### src/rtl/udp_rx_mux_if.sv
// rtl/udp_rx_mux_if.sv - datagram, table-config and payload signals of udp_rx_mux
interface udp_rx_mux_if #(
    parameter int CH_W = 2
);
    logic            i_datagram_vld;
    logic [7:0]      i_datagram;
    logic            i_drop_datagram;
    logic [31:0]     i_src_ip;
    logic            i_cfg_we;
    logic [CH_W-1:0] i_cfg_idx;
    logic            i_cfg_en;
    logic [31:0]     i_cfg_ip;
    logic [15:0]     i_cfg_port;
    logic            o_data_vld;
    logic [7:0]      o_data;
    logic            o_data_last;
    logic [CH_W-1:0] o_ch_id;
    logic            o_drop_datagram;
    logic            o_len_err;

    modport slave (
        input  i_datagram_vld, i_datagram, i_drop_datagram, i_src_ip,
        input  i_cfg_we, i_cfg_idx, i_cfg_en, i_cfg_ip, i_cfg_port,
        output o_data_vld, o_data, o_data_last, o_ch_id, o_drop_datagram, o_len_err
    );

    modport master (
        output i_datagram_vld, i_datagram, i_drop_datagram, i_src_ip,
        output i_cfg_we, i_cfg_idx, i_cfg_en, i_cfg_ip, i_cfg_port,
        input  o_data_vld, o_data, o_data_last, o_ch_id, o_drop_datagram, o_len_err
    );
endinterface

### src/rtl/udp_rx_mux.sv
// rtl/udp_rx_mux.sv - UDP receive filter: matches (src ip, src port) against a
// programmable table and forwards the length-bounded payload tagged with its channel.
module udp_rx_mux #(
    parameter int NUM_CH = 4,
    parameter int CH_W   = (NUM_CH > 1) ? $clog2(NUM_CH) : 1
) (
    input  logic         i_sys_clk,
    input  logic         i_rstn,
    udp_rx_mux_if.slave  bus
);

    typedef enum logic [1:0] {
        S_IDLE,
        S_HEADER,
        S_PAYLOAD,
        S_DISCARD
    } state_t;

    state_t          state_q, state_d;
    logic [2:0]      hdr_cnt_q, hdr_cnt_d;
    logic [15:0]     src_port_q, src_port_d;
    logic [15:0]     len_q, len_d;
    logic [15:0]     rem_q, rem_d;

    logic            tab_en_q   [NUM_CH];
    logic            tab_en_d   [NUM_CH];
    logic [31:0]     tab_ip_q   [NUM_CH];
    logic [31:0]     tab_ip_d   [NUM_CH];
    logic [15:0]     tab_port_q [NUM_CH];
    logic [15:0]     tab_port_d [NUM_CH];

    logic            data_vld_q, data_vld_d;
    logic [7:0]      data_q, data_d;
    logic            data_last_q, data_last_d;
    logic [CH_W-1:0] ch_id_q, ch_id_d;
    logic            drop_q, drop_d;
    logic            len_err_q, len_err_d;

    logic            hit;
    logic [CH_W-1:0] hit_idx;

    // Indices with no matching entry simply never compare equal, so they are dropped.
    always_comb begin
        for (int i = 0; i < NUM_CH; i++) begin
            tab_en_d[i]   = tab_en_q[i];
            tab_ip_d[i]   = tab_ip_q[i];
            tab_port_d[i] = tab_port_q[i];
            if (bus.i_cfg_we && bus.i_cfg_idx == CH_W'(i)) begin
                tab_en_d[i]   = bus.i_cfg_en;
                tab_ip_d[i]   = bus.i_cfg_ip;
                tab_port_d[i] = bus.i_cfg_port;
            end
        end
    end

    // Scan from the top so the lowest matching index is the one left standing.
    always_comb begin
        hit     = 1'b0;
        hit_idx = '0;
        for (int i = NUM_CH - 1; i >= 0; i--) begin
            if (tab_en_q[i] && tab_ip_q[i] == bus.i_src_ip && tab_port_q[i] == src_port_q) begin
                hit     = 1'b1;
                hit_idx = CH_W'(i);
            end
        end
    end

    always_comb begin
        state_d     = state_q;
        hdr_cnt_d   = hdr_cnt_q;
        src_port_d  = src_port_q;
        len_d       = len_q;
        rem_d       = rem_q;
        data_vld_d  = 1'b0;
        data_d      = data_q;
        data_last_d = 1'b0;
        ch_id_d     = ch_id_q;
        drop_d      = 1'b0;
        len_err_d   = 1'b0;

        case (state_q)
            S_IDLE: begin
                if (bus.i_datagram_vld) begin
                    src_port_d = {bus.i_datagram, src_port_q[7:0]};
                    hdr_cnt_d  = 3'd1;
                    state_d    = S_HEADER;
                end
            end

            S_HEADER: begin
                if (bus.i_drop_datagram) begin
                    drop_d  = 1'b1;
                    state_d = S_DISCARD;
                end else if (!bus.i_datagram_vld) begin
                    drop_d    = 1'b1;
                    len_err_d = 1'b1;
                    state_d   = S_IDLE;
                end else begin
                    hdr_cnt_d = hdr_cnt_q + 3'd1;
                    // Destination port (bytes 2-3) and checksum (6-7) are not needed.
                    case (hdr_cnt_q)
                        3'd1: src_port_d = {src_port_q[15:8], bus.i_datagram};
                        3'd4: len_d      = {bus.i_datagram, len_q[7:0]};
                        3'd5: len_d      = {len_q[15:8], bus.i_datagram};
                        3'd7: begin
                            if (len_q < 16'd8) begin
                                drop_d    = 1'b1;
                                len_err_d = 1'b1;
                                state_d   = S_DISCARD;
                            end else if (!hit) begin
                                drop_d  = 1'b1;
                                state_d = S_DISCARD;
                            end else if (len_q == 16'd8) begin
                                state_d = S_DISCARD;
                            end else begin
                                ch_id_d = hit_idx;
                                rem_d   = len_q - 16'd8;
                                state_d = S_PAYLOAD;
                            end
                        end
                        default: ;
                    endcase
                end
            end

            S_PAYLOAD: begin
                if (bus.i_drop_datagram) begin
                    drop_d  = 1'b1;
                    state_d = S_DISCARD;
                end else if (!bus.i_datagram_vld) begin
                    drop_d    = 1'b1;
                    len_err_d = 1'b1;
                    state_d   = S_IDLE;
                end else begin
                    data_vld_d = 1'b1;
                    data_d     = bus.i_datagram;
                    rem_d      = rem_q - 16'd1;
                    if (rem_q == 16'd1) begin
                        data_last_d = 1'b1;
                        state_d     = S_DISCARD;
                    end
                end
            end

            S_DISCARD: begin
                if (!bus.i_datagram_vld) begin
                    state_d = S_IDLE;
                end
            end

            default: state_d = S_IDLE;
        endcase
    end

    always_ff @(posedge i_sys_clk or negedge i_rstn) begin
        if (!i_rstn) begin
            state_q     <= S_IDLE;
            hdr_cnt_q   <= '0;
            src_port_q  <= '0;
            len_q       <= '0;
            rem_q       <= '0;
            data_vld_q  <= 1'b0;
            data_q      <= '0;
            data_last_q <= 1'b0;
            ch_id_q     <= '0;
            drop_q      <= 1'b0;
            len_err_q   <= 1'b0;
            for (int i = 0; i < NUM_CH; i++) begin
                tab_en_q[i]   <= 1'b0;
                tab_ip_q[i]   <= '0;
                tab_port_q[i] <= '0;
            end
        end else begin
            state_q     <= state_d;
            hdr_cnt_q   <= hdr_cnt_d;
            src_port_q  <= src_port_d;
            len_q       <= len_d;
            rem_q       <= rem_d;
            data_vld_q  <= data_vld_d;
            data_q      <= data_d;
            data_last_q <= data_last_d;
            ch_id_q     <= ch_id_d;
            drop_q      <= drop_d;
            len_err_q   <= len_err_d;
            for (int i = 0; i < NUM_CH; i++) begin
                tab_en_q[i]   <= tab_en_d[i];
                tab_ip_q[i]   <= tab_ip_d[i];
                tab_port_q[i] <= tab_port_d[i];
            end
        end
    end

    assign bus.o_data_vld      = data_vld_q;
    assign bus.o_data          = data_q;
    assign bus.o_data_last     = data_last_q;
    assign bus.o_ch_id         = ch_id_q;
    assign bus.o_drop_datagram = drop_q;
    assign bus.o_len_err       = len_err_q;

endmodule

### src/flat_wrapper.sv
// flat-port wrapper written by rule: the top's interface ports become plain ports
module udp_rx_mux_flat 
#(
    parameter int NUM_CH = 4,
    parameter int CH_W   = (NUM_CH > 1) ? $clog2(NUM_CH) : 1
)
  (i_sys_clk, i_rstn, bus_i_datagram_vld, bus_i_datagram, bus_i_drop_datagram, bus_i_src_ip, bus_i_cfg_we, bus_i_cfg_idx, bus_i_cfg_en, bus_i_cfg_ip, bus_i_cfg_port, bus_o_data_vld, bus_o_data, bus_o_data_last, bus_o_ch_id, bus_o_drop_datagram, bus_o_len_err);
  udp_rx_mux_if #(.CH_W(CH_W)) bus_i ();
  input  logic i_sys_clk;
  input  logic i_rstn;
  input wire logic [$bits(bus_i.i_datagram_vld)-1:0] bus_i_datagram_vld;
  input wire logic [$bits(bus_i.i_datagram)-1:0] bus_i_datagram;
  input wire logic [$bits(bus_i.i_drop_datagram)-1:0] bus_i_drop_datagram;
  input wire logic [$bits(bus_i.i_src_ip)-1:0] bus_i_src_ip;
  input wire logic [$bits(bus_i.i_cfg_we)-1:0] bus_i_cfg_we;
  input wire logic [$bits(bus_i.i_cfg_idx)-1:0] bus_i_cfg_idx;
  input wire logic [$bits(bus_i.i_cfg_en)-1:0] bus_i_cfg_en;
  input wire logic [$bits(bus_i.i_cfg_ip)-1:0] bus_i_cfg_ip;
  input wire logic [$bits(bus_i.i_cfg_port)-1:0] bus_i_cfg_port;
  output wire logic [$bits(bus_i.o_data_vld)-1:0] bus_o_data_vld;
  output wire logic [$bits(bus_i.o_data)-1:0] bus_o_data;
  output wire logic [$bits(bus_i.o_data_last)-1:0] bus_o_data_last;
  output wire logic [$bits(bus_i.o_ch_id)-1:0] bus_o_ch_id;
  output wire logic [$bits(bus_i.o_drop_datagram)-1:0] bus_o_drop_datagram;
  output wire logic [$bits(bus_i.o_len_err)-1:0] bus_o_len_err;
  assign bus_i.i_datagram_vld = bus_i_datagram_vld;
  assign bus_i.i_datagram = bus_i_datagram;
  assign bus_i.i_drop_datagram = bus_i_drop_datagram;
  assign bus_i.i_src_ip = bus_i_src_ip;
  assign bus_i.i_cfg_we = bus_i_cfg_we;
  assign bus_i.i_cfg_idx = bus_i_cfg_idx;
  assign bus_i.i_cfg_en = bus_i_cfg_en;
  assign bus_i.i_cfg_ip = bus_i_cfg_ip;
  assign bus_i.i_cfg_port = bus_i_cfg_port;
  assign bus_o_data_vld = bus_i.o_data_vld;
  assign bus_o_data = bus_i.o_data;
  assign bus_o_data_last = bus_i.o_data_last;
  assign bus_o_ch_id = bus_i.o_ch_id;
  assign bus_o_drop_datagram = bus_i.o_drop_datagram;
  assign bus_o_len_err = bus_i.o_len_err;
  udp_rx_mux #(.NUM_CH(NUM_CH), .CH_W(CH_W)) u_core (.i_sys_clk(i_sys_clk), .i_rstn(i_rstn), .bus(bus_i));
endmodule
### config.mk
export PLATFORM = sky130hd
export DESIGN_NAME = udp_rx_mux_flat
export DESIGN_NICKNAME = d
export VERILOG_FILES = /design/src/rtl/udp_rx_mux_if.sv /design/src/rtl/udp_rx_mux.sv /design/src/flat_wrapper.sv
export SDC_FILE = /design/constraint.sdc
export NUM_CORES = 1
export LEC_CHECK = 0
export CAP_MARGIN = 15
export CELL_PAD_IN_SITES_DETAIL_PLACEMENT = 1
export CELL_PAD_IN_SITES_GLOBAL_PLACEMENT = 1
export CORE_UTILIZATION = 48
export DETAILED_ROUTE_END_ITERATION = 6
export PLACE_DENSITY_LB_ADDON = 0.3
export SLEW_MARGIN = 20
export SYNTH_ARGS = -nofsm -noshare
export SYNTH_HDL_FRONTEND = slang
export SYNTH_SLANG_ARGS = --single-unit
### constraint.sdc
create_clock -name i_sys_clk -period 3.5 [get_ports i_sys_clk]
set_clock_uncertainty 0.05 [all_clocks]
set_input_delay 0.525 -clock i_sys_clk [delete_from_list [all_inputs] [get_ports i_sys_clk]]
set_output_delay 0.525 -clock i_sys_clk [all_outputs]
set_load 0.03 [all_outputs]
## Yosys cells after proc, flatten, opt, wreduce, memory -nomap -nowiden

Index checks and enable logic that the tools add are counted.
W data, S select, Z words.

- Output and inout port bits: 14
- Bits of input ports: 96
- Logic and storage cells: 153
- Register bits after elaboration: 263

- Multiplexer cells: 60
- Reductions and logical operators: 25
- Eq/ne operators: 32
- Order comparisons: 1
- Add/subtract/negate cells: 3
- Bitwise operators: 7

Operator list:

| operator | count |
|---|---|
| $mux W16 | 11 |
| $eq A32 B32 Y1 | 4 |
| $pmux W16 S2 | 3 |
| $eq A16 B16 Y1 | 4 |
| $mux W2 | 14 |
| $mux W1 | 24 |
| $eq A16 B1 Y1 const B | 1 |
| $eq A16 B4 Y1 const B | 1 |
| $lt A16 B4 Y1 const B | 1 |
| $ne A2 B2 Y1 const B | 8 |
| $sub A16 B1 Y16 const B | 1 |
| $sub A16 B4 Y16 const B | 1 |
| $reduce_and A5 Y1 | 3 |
| $logic_and A1 B1 Y1 | 12 |
| $eq A3 B3 Y1 const B | 3 |
| $mux W3 | 3 |
| $reduce_and A9 Y1 | 1 |
| $eq A2 B2 Y1 const B | 4 |
| $mux W8 | 1 |
| $ne A4 B3 Y1 const B | 2 |
| $pmux W2 S4 | 1 |
| $reduce_and A4 Y1 | 2 |
| $not A1 Y1 | 7 |
| $reduce_and A7 Y1 | 1 |
| other kinds (9) | 15 |

## Logic depth before layout (Yosys ltp)

Gate-level depths: netlist of run 1.

- Depth after elaboration: 13
- Depth in mapped cells: 11
- Mapped depth without buffers: 9

## Worst setup path after synthesis of run 1

OpenSTA, ideal clock, no wires.

- Path kind: input to register
- Start: input port bus_i_src_ip[30]
- End: register u_core.rem_q[14]
- Setup time: 0.137 ns
- Data arrival time: 2.408 ns
- Path slack: 0.905 ns
- Path buffers: 1
- Required time: 3.313 ns
- Cell stages on the path: 9
- Cell sequence: clkbuf_1 > a2111o_1 > nor4_1 > and4_1 > nand4_1 > nor4b_4 > or3_2 > o22ai_1 > a21oi_1

- Longest elaborated chain between the ends: 9
- Elaborated cells on any way between the ends: 18
- Classes of those cells: eq/ne (5); mux (4); reduce/logical (9)

RTL lines:

| item | RTL line | text |
|---|---|---|
| start: declaration | flat_wrapper.sv:14 | `input wire logic [$bits(bus_i.i_src_ip)-1:0] bus_i_src_ip;` |
| $eq A32 B32 Y1 | udp_rx_mux.sv:61 | `if (tab_en_q[i] && tab_ip_q[i] == bus.i_src_ip && tab_port_q[i] == src_port_q) begin` |
| $logic_and A1 B1 Y1 (2 in series) | udp_rx_mux.sv:61 |  |
| $mux W1 (3 in series) | udp_rx_mux.sv:61 |  |
| $mux W1 * | udp_rx_mux.sv:61 |  |
| $ne A2 B1 Y1 (no line) * | n/a |  |
| $reduce_and A9 Y1 (no line) * | n/a |  |
| end signal: assignment | udp_rx_mux.sv:178 | `rem_q <= rem_d;` |
| end: declaration | udp_rx_mux.sv:23 | `logic [15:0] rem_q, rem_d;` |

Mark *: on every way between the ends. The rest lies on a longest branch, timed or not.
A chain may end at the register's enable or synchronous reset.

## Final worst setup path of run 1

- Start: input port bus_i_src_ip[21]
- End: register u_core.rem_q[8]

The elaborated chain is that of the path after synthesis.

==> results of run 1 <==
[timing repair]
| item | in CTS | in global routing |
|---|---|---|
| hold endpoints to repair | 24 | 0 |
| hold buffers | 1 | 0 |
| endpoints found under the setup margin | 0 | 3 |
| gates resized for setup | 0 | 1 |
[routing by layer]
layer,part of all wire [%],up-vias,GRT usage (%)
met1,44,4825,42.60
met2,47,292,48.79
met3,6.2,65,4.491
li1,-,4083,-
met4,2.5,0,8.333
met5,0,-,0
[stage by stage]
stage	setup TNS [ns]	area [sq um]	setup slack, ns
finish	0	15810	0.1832
CTS	0	15810	0.1968
global route	0	15810	0.001482
detailed placement	-1.078	14800	-0.2158
floorplan	0	13070	0.9050
global placement	-0.02979	14800	-0.01875
[critical path: stages]
cell and delay, ns:
clkdlybuf4s50_1 0.64, nand2b_1 0.20, o2111ai_1 0.17, a2111oi_1 0.55, and4_1 0.35, nand4_1 0.17, nor4b_4 0.23, o21ai_4 0.31
buf_4 0.20, a2bb2oi_1 0.17, o21ai_0 0.14
[registers in the layout, indices dropped and copies added, names as in the netlist]
name and flops:
u_core.tab_port_q 64, u_core.bus.o_data 8, u_core.len_q 16, u_core.bus.o_drop_datagram 1
u_core.rem_q 16, u_core.bus.o_data_last 1, u_core.tab_en_q 4, u_core.tab_ip_q 128
u_core.bus.o_len_err 1, u_core.state_q 2, u_core.bus.o_ch_id 2, u_core.bus.o_data_vld 1
u_core.src_port_q 16, u_core.hdr_cnt_q 3
[logic make-up after synthesis]
kind of cell,synth area share (%)
AND/OR/NAND/NOR,9.695
XOR/XNOR,11.32
AO/OA/AOI/OAI,5.685
buffers and inverters,2.689
adder cells (fa/ha/maj),1.148
multiplexers,19.12
flip-flops,50.34
[cell usage after synthesis, types with 3 or more instances]
cell type	n
o21ai_0	29
a221o_1	3
nand2_1	36
o2111ai_1	8
a22o_1	5
ha_1	12
nand2b_1	34
nand4_1	28
nor4_1	25
dfrtp_1	263
o22ai_1	6
nor2b_1	8
inv_1	36
a21o_1	4
a32o_1	4
mux2_2	222
o211ai_1	3
xnor2_1	109
nand3_1	7
or3_1	4
xor2_1	60
a2111oi_0	3
nor2_1	26
a21oi_1	21
clkbuf_1	30
a2bb2oi_1	4
and4b_1	3
and2_1	3
nand3b_1	4
nor3_1	16
buf_1	17
[power by group]
| part | internal, uW | leakage [uW] | switching (uW) | total [uW] |
|---|---|---|---|---|
| Combinational | 1590 | 0.00300 | 1760 | 3360 |
| Sequential | 3790 | 0.00316 | 809 | 4600 |
| Clock | 1940 | 0.000494 | 1270 | 3210 |
[cell type report]
| cell class | instances | area (sq um) | share of cell area [%] |
|---|---|---|---|
| well taps | 341 | 426.7 | 2.699 |
| clock inverters | 14 | 178.9 | 1.132 |
| inverters | 36 | 135.1 | 0.8548 |
| clock buffers | 39 | 823.3 | 5.208 |
| multi-input cells | 728 | 6152 | 38.92 |
| flip-flops and latches | 263 | 6581 | 41.63 |
| repair buffers | 159 | 1511 | 9.561 |
[how the worst min path moves through the flow]
stage,start,to,slack [ns]
finish,u_core.rem_q[13],u_core.rem_q[13],0.45
global placement,u_core.rem_q[13],u_core.rem_q[13],0.42
detailed placement,u_core.rem_q[13],u_core.rem_q[13],0.43
global route,u_core.rem_q[13],u_core.rem_q[13],0.46
CTS,u_core.rem_q[13],u_core.rem_q[13],0.44
floorplan,i_rstn,u_core.bus.o_ch_id[0],0.18
==> out/qor.yml, run 1 <==
status: "completed"
rr_worst_depth: 11
final_cell_mix: "dfrtp_1 (263), mux2_2 (222), xnor2_1 (109), clkdlybuf4s50_1 (108), xor2_1 (60)"
syn_nets: 1187
core-area_sq_um: 26800
setup_viol: 0
die_area_sq_um: 27900
slew_headroom_pct: 45.29
cts.sinks: 263
grt_usage_pct: 30.29
crit_start: "bus_i_src_ip[21]"
fin_crit_ns: 3.317
rsz0062_at_grt: "no"
ios: 110
layout_commonest_cell: "dfrtp_1"
worst-path-max-fanout: 9
ys.warnings.count: 0
drt_iter0_markers: 673
syn_inst: 1079
holdWs_ns: 0.4455
fin_util_pct: 58.99
fin_cells: 1580
drc: 0
port_buffers: 109
clk_pin_slew_worst_paths_ns: 0.06
wl_per_cell_um: 25.77
power_uw: 11170
vias: 9265
final_hold_viol_count: 0
synth.largest_area_cell: "dfrtp_1"
powerDensity_nw_per_um2: 706.5
grt_pass1_vias: 10287
overflow: 0
avgViaCountPerCell: 5.864
fillers: 2702
h-tree-depth: 1
dp_cells: 1526
cts_tree: "done"
drtPass1Iterations: 5
nets: 1325
yosys-top-cells-area: "dfrtp_1 (50%), mux2_2 (19%), xnor2_1 (7.3%)"
routabilityCongestion: 0.9341
ys_async_sr_fraction_pct: 100.0
cts.path.max_buffers: 3
place_hpwl_um: 28710
ys_seq_elements: 263
dieHeight_um: 167.0
worst_setup_path_end_kind: "flop"
syn-mean-instance-area_sq_um: 12.12
area_growth_pct: 20.92
crit_required_ns: 3.85
grt_pass1_wl_um: 63890
tightestPinTransition_ns: 0.8206
cap_violations: 0
grt_max_degree: 100
critical_path_class: "in -> reg"
ys_seq_area_share_pct: 50.34
r2r-end: "u_core.rem_q[8]"
fmax_ghz: 0.3015
final-max-slew-violation-count: 0
diodes: 0
min_path_type: "reg -> reg"
layout-drive-gt1-share_pct: 27.36
post_cts_buffers: 0
fin_crit_sh_pct: 94.77
arrival_ns: 3.67
synth_top_flop_cell: "dfrtp_1"
antenna_left: 0
r2r_slack_ns: 0.33
start_util_pct: 48.78
dieWidth_um: 167.0
vdd_ir_drop_max_uv: 493.3
holdPathStages: 1
cts_inserted_buffers: 29
clockRootBuffer: "clkbuf_16"
power_leakage_uw: 0.006656
clock_latency_ns: 0.56
netlist_area_sq_um: 13070
synth.top_cell.area_share_pct: 50.34
finalWirelength_um: 40710
num_rows: 60
setup.worst_path.end: "u_core.rem_q[8]"
synthDistinctLibCells: 68
synth_edf_count: 0
r2r_start: "u_core.tab_ip_q[88]"
antenna_found_initial: 0
crit_path_start_kind: "input pin"
Power figures use the tool's default switching activity.
==> inputs of run 2 (changes only) <==
Settings changed: SLEW_MARGIN 20 to unset.
==> results of run 2 <==
The final DEF is identical to that of run 1; final timing and power are the same.
